$ cat src/rtl/lse_mult_unit.sv
// Log-domain multiplier: adds two two's-complement log values, forcing
// NEG_INF (log 0) on a NEG_INF operand or on signed overflow. One
// registered stage; results and the overflow flag hold while idle.
module lse_mult_unit #(
  parameter int unsigned WIDTH = 24
) (
  input  logic             clk,
  input  logic             rst_n,
  input  logic             in_valid,
  input  logic [WIDTH-1:0] operand_a,
  input  logic [WIDTH-1:0] operand_b,
  input  logic [1:0]       pe_mode,
  output logic             out_valid,
  output logic [WIDTH-1:0] result,
  output logic             ovf_flag
);

  localparam logic [WIDTH-1:0] NEG_INF = {1'b1, {(WIDTH-1){1'b0}}};

  logic [WIDTH-1:0] sum;
  logic             sum_ovf;
  logic [WIDTH-1:0] result_d, result_q;
  logic             ovf_d, ovf_q;
  logic             valid_q;

  // Legacy SIMD modes are deprecated; every mode behaves as scalar.
  logic unused_pe_mode;
  assign unused_pe_mode = ^pe_mode;

  // Modular sum, signed-overflow detect and priority selection of the result.
  always_comb begin
    sum      = operand_a + operand_b;
    sum_ovf  = (operand_a[WIDTH-1] == operand_b[WIDTH-1]) &&
               (sum[WIDTH-1] != operand_a[WIDTH-1]);
    result_d = sum;
    ovf_d    = 1'b0;
    if ((operand_a == NEG_INF) || (operand_b == NEG_INF)) begin
      result_d = NEG_INF;
      ovf_d    = 1'b0;
    end else if (sum_ovf) begin
      result_d = NEG_INF;
      ovf_d    = 1'b1;
    end
  end

  // Output stage: valid follows in_valid; data and flag load only on valid.
  always_ff @(posedge clk or negedge rst_n) begin
    if (!rst_n) begin
      valid_q  <= 1'b0;
      result_q <= '0;
      ovf_q    <= 1'b0;
    end else begin
      valid_q <= in_valid;
      if (in_valid) begin
        result_q <= result_d;
        ovf_q    <= ovf_d;
      end
    end
  end

  assign out_valid = valid_q;
  assign result    = result_q;
  assign ovf_flag  = ovf_q;

endmodule

$ cat config.mk
export PLATFORM = sky130hd
export DESIGN_NAME = lse_mult_unit
export DESIGN_NICKNAME = d
export VERILOG_FILES = /design/src/rtl/lse_mult_unit.sv
export SDC_FILE = /design/constraint.sdc
export NUM_CORES = 1
export LEC_CHECK = 0
export BUFFER_PORTS_ARGS = -buffer_cell sky130_fd_sc_hd__buf_2
export CAP_MARGIN = 20
export CELL_PAD_IN_SITES_DETAIL_PLACEMENT = 1
export CELL_PAD_IN_SITES_GLOBAL_PLACEMENT = 1
export CORE_UTILIZATION = 38
export CTS_CLUSTER_DIAMETER = 100
export CTS_CLUSTER_SIZE = 14
export DETAILED_ROUTE_END_ITERATION = 10
export GPL_ROUTABILITY_DRIVEN = 0
export PLACE_DENSITY = 0.87
export SYNTH_ARGS = -nofsm -noshare
export SYNTH_HDL_FRONTEND = slang
export SYNTH_SLANG_ARGS = --single-unit
$ cat constraint.sdc
create_clock -name clk -period 0.8 [get_ports clk]
set_clock_uncertainty 0.05 [all_clocks]
set_input_delay 0.16 -clock clk [delete_from_list [all_inputs] [get_ports clk]]
set_output_delay 0.16 -clock clk [all_outputs]
set_load 0.02 [all_outputs]
==> results of run 1 <==
==> synth_stat cells (3+ instances only) <==
| cell type | count |
|---|---|
| nor4_1 | 11 |
| nor2_1 | 11 |
| a21oi_1 | 23 |
| xnor2_1 | 12 |
| ha_1 | 23 |
| o2bb2ai_1 | 18 |
| inv_1 | 13 |
| o21bai_1 | 3 |
| o21ai_0 | 15 |
| nor3_1 | 4 |
| a21o_1 | 6 |
| xor2_1 | 8 |
| buf_6 | 3 |
| nand2_1 | 22 |
| o2bb2ai_2 | 4 |
| nand3_1 | 4 |
| o21a_1 | 3 |
| o32ai_1 | 3 |
| dfrtp_1 | 26 |
==> metrics by stage <==
stage                     hold slack, ps  util [%]  cells
after floorplan                   -185.6         -    252
after global placement             68.44     63.29    499
after detailed placement           70.73     63.29    499
==> cell families after synthesis <==
kind of cell	synth area share (%)
buffers and inverters	3.861
muxes	0.4290
xor gates and xnor gates	7.507
and+or+nand+nor	13.57
AOI/OAI and AO/OA	33.57
adders and majority gates	13.19
DFF	27.88
==> reports/metrics.csv, run 1 <==
metric,value,unit
run_status,aborted with a tool error,
stop_stage,clock tree synthesis,
error,[ERROR DPL-0033] detailed placement checks failed during check placement.,
ioPinCount,79,
synth_area_leaders,"dfrtp_1 28%, ha_1 12%, o2bb2ai_1 6.8%",
place_area,3747,um2
yosysWarnings,0,
postCtsHoldBufs,1,
syn_area_per_cell,9.260,um2
htree_levels,1,
netlist.area_leader.share,27.88,%
cts_setup_buffers,39,
start_util,39.41,%
die_h,80.36,um
synth_cell_types,50,
cts_buffer_depth,2,
syn_nets,329,
rows,28,
synth_edf_count,0,
ys_ff_latch,26,
cts_buffers,3,
ys_seq_area_share,27.88,%
cts_resized,116,
dp_slack,-1715,ps
ys_async_sr_fraction,100.0,%
synth_top_cell_by_area,dfrtp_1,
io_buffers,76,
synth_cells,252,
synth_area,2333,um2
cts-root-buf,clkbuf_8,
die_w,80.36,um
cts_sinks,26,
synth-main-ff-cell,dfrtp_1,
dp_hpwl,9032,um
==> run 2: changes to the inputs <==
CELL_PAD_IN_SITES_DETAIL_PLACEMENT = not set   (was 1)
CELL_PAD_IN_SITES_GLOBAL_PLACEMENT = not set   (was 1)
CORE_UTILIZATION = 30   (was 38)
CTS_CLUSTER_DIAMETER = not set   (was 100)
CTS_CLUSTER_SIZE = not set   (was 14)
PLACE_DENSITY = not set   (was 0.87)
PLACE_DENSITY_LB_ADDON = 0.15   (was not set)
==> run 2 against run 1 <==
Area after synthesis did not move. Synthesized cell count did not move. The flow now finishes, with violations (setup timing).
==> reports/metrics.csv, run 2 <==
metric,value,unit
run_status,"finished, violations left",
violations,setup timing,
arrival,2060,ps
synth_top_cell_by_area,dfrtp_1,
synthMuxAreaShare,0.4290,%
final_core_util,61.78,%
synth_area_leaders,"dfrtp_1 28%, ha_1 12%, o2bb2ai_1 6.8%",
crit_fanout,6,
min_path_type,in -> reg,
drc,0,
synth_cells,252,
ir_drop,952.0,uV
cpMostUsedCell,buf_12,
grt_max_degree,27,
grt_pass1_wl,13270,um
leakagePower,2.111,nW
reg2reg_slack,-120,ps
cts_sinks,26,
yosysMostFrequentCell,dfrtp_1,
fin_crit,1932,ps
die_w,90.20,um
tightest_slew,476.8,ps
final.period_utilization,241.5,%
yosysWarnings,0,
crit_chain,buf_2 > ha_1 > or3_1 > a211oi_2 > o21bai_2 > a311o_2 > o211ai_4 > buf_12 > buf_12 > o2bb2ai_2,
cts_tree,built,
worstSetupEndpointType,flop,
setup_tns,-33490,ps
grt_use_total,20.10,%
syn_area_per_cell,9.260,um2
nNetsFinal,539,
max_stage_delay,430,ps
dr.first_iter.drc_count,69,
drtPass1Iterations,4,
synthXorXnorAreaFrac,7.507,%
ys_seq_area_share,27.88,%
synth_area,2333,um2
totalWireLength,8173,um
antenna_found_initial,0,
hold_violations,0,
worstSetupStartpointType,input port,
cts_buffers,3,
core,7370,um2
fill_cells,639,
maxSlewHeadroom,67.77,%
cts_buffer_depth,2,
fmax,0.5177,GHz
ys_async_sr_fraction,100.0,%
wl_per_cell,14.59,um
vias,2738,
grt_pass1_vias,2865,
synth-simple-area-share,13.57,%
diodes,0,
synthAdderAreaFrac,13.19,%
syn_nets,329,
gr-total-overflow,0,
layout_common_cells,"126 x buf_4, 44 x buf_2, 33 x buf_6",
path_clk_slew,100,ps
synth_edf_count,0,
drv_cap,0,
synth-main-ff-cell,dfrtp_1,
io_buffers,76,
p_per_area,1491,nW/um2
layout_setup_ws,-1132,ps
ant_nets,0,
ys_ff_latch,26,
ioPinCount,79,
largest_reg_flops,24,
die_h,90.20,um
cts-root-buf,clkbuf_8,
area_growth,95.12,%
setup_violations,51,
synth_compound_area_share,33.57,%
critical_path_class,in -> reg,
start_util,31.66,%
rsz0062_at_grt,true,
maxSlewViolCount,0,
synth_top_family_by_area,compound AO/OA/AOI/OAI gates,
dieArea,8135,um2
cp_slowest_cell,or3_1,
synth_cell_types,50,
clkLatencyLatePin,280,ps
viasPerCell,4.889,
critPathRequiredTime,930,ps
htree_levels,1,
rows,31,
ys_top_cells_by_count,"26 x dfrtp_1, 23 x a21oi_1, 23 x ha_1",
netlist.area_leader.share,27.88,%
drive_above_1_share,62.04,%
layout_commonest_cell,buf_4,
dp_hpwl,6282,um
==> run 2: final timing paths <==
check	endpoint	cells past startpoint	from
setup reg to reg	result[15]$_DFFE_PN0P_	3	result[15]$_DFFE_PN0P_
max in group asynchronous	result[18]$_DFFE_PN0P_	3	rst_n
setup / recovery	result[16]$_DFFE_PN0P_	10	operand_a[19]
hold reg to reg	result[18]$_DFFE_PN0P_	2	result[18]$_DFFE_PN0P_
hold / removal	out_valid$_DFF_PN0_	2	in_valid
min in group asynchronous	result[13]$_DFFE_PN0P_	3	rst_n
==> run 2: repair_timing <==
item / in CTS / in global routing
setup endpoints to repair: 51 / 51
hold buffers: 1 / 0
gates resized for setup: 93 / 17
pin swaps: 30 / 20
endpoints found under the hold margin: 26 / 0
setup buffers: 27 / 7
gates cloned: 1 / 0
==> run 2: power by group <==
group	internal [W]	total [W]	switching, W
combinational	0.00216	0.00390	0.00175
sequential	0.00156	0.00175	0.000188
clock	0.000671	0.00114	0.000467
total	0.00439	0.00679	0.00240
==> run 2: per-layer routing <==
metal | vias up | track usage [%] | wire length (um)
met5 | - | 0 | 0
li1 | 1386 | - | -
met2 | 61 | 36.07 | 4072
met4 | 0 | 4.435 | 86
met1 | 1282 | 25.20 | 3758
met3 | 9 | 3.130 | 256
==> run 2: worst max-delay path: cells and delay by family <==
family	cells	cell delay (ps)
AO/OA/AOI/OAI	5	840
adder cells (fa/ha/maj)	1	230
buffers and inverters	3	390
AND/OR/NAND/NOR	1	430
==> run 2: final cells by class <==
type | instances | area, um2 | area share, %
multi-input cells | 208 | 1993 | 43.78
repair buffers | 210 | 1665 | 36.58
flip-flops and latches | 26 | 650.6 | 14.29
well taps | 99 | 123.9 | 2.721
inverters | 13 | 48.80 | 1.072
clock buffers | 3 | 41.29 | 0.9068
clock inverters | 1 | 30.03 | 0.6595
==> run 2: kinds of logic (layout without fill, tap and decap cells) <==
kind of cell | Yosys count | count (layout)
AO/OA/AOI/OAI | 100 | 100
AND/OR/NAND/NOR | 63 | 63
flip-flops | 26 | 26
adder cells (fa/ha/maj) | 24 | 24
XOR/XNOR | 20 | 20
buffers and inverters | 18 | 227
multiplexers | 1 | 1
==> run 2: through the flow <==
stage | total power [W] | std cells | setup slack (ps) | hold slack, ps | area [um2]
floorplan | 0.003318 | 252 | -1232 | -185.6 | 2506
global placement | 0.004549 | 522 | -1505 | 71.32 | 3757
detailed placement | 0.004571 | 522 | -1550 | 70.67 | 3757
CTS | 0.006688 | 554 | -1150 | 67.99 | 4431
global route | 0.007151 | 560 | -1184 | 91.98 | 4553
finish | 0.006787 | 560 | -1132 | 84.15 | 4553
Power figures use the tool's default switching activity.
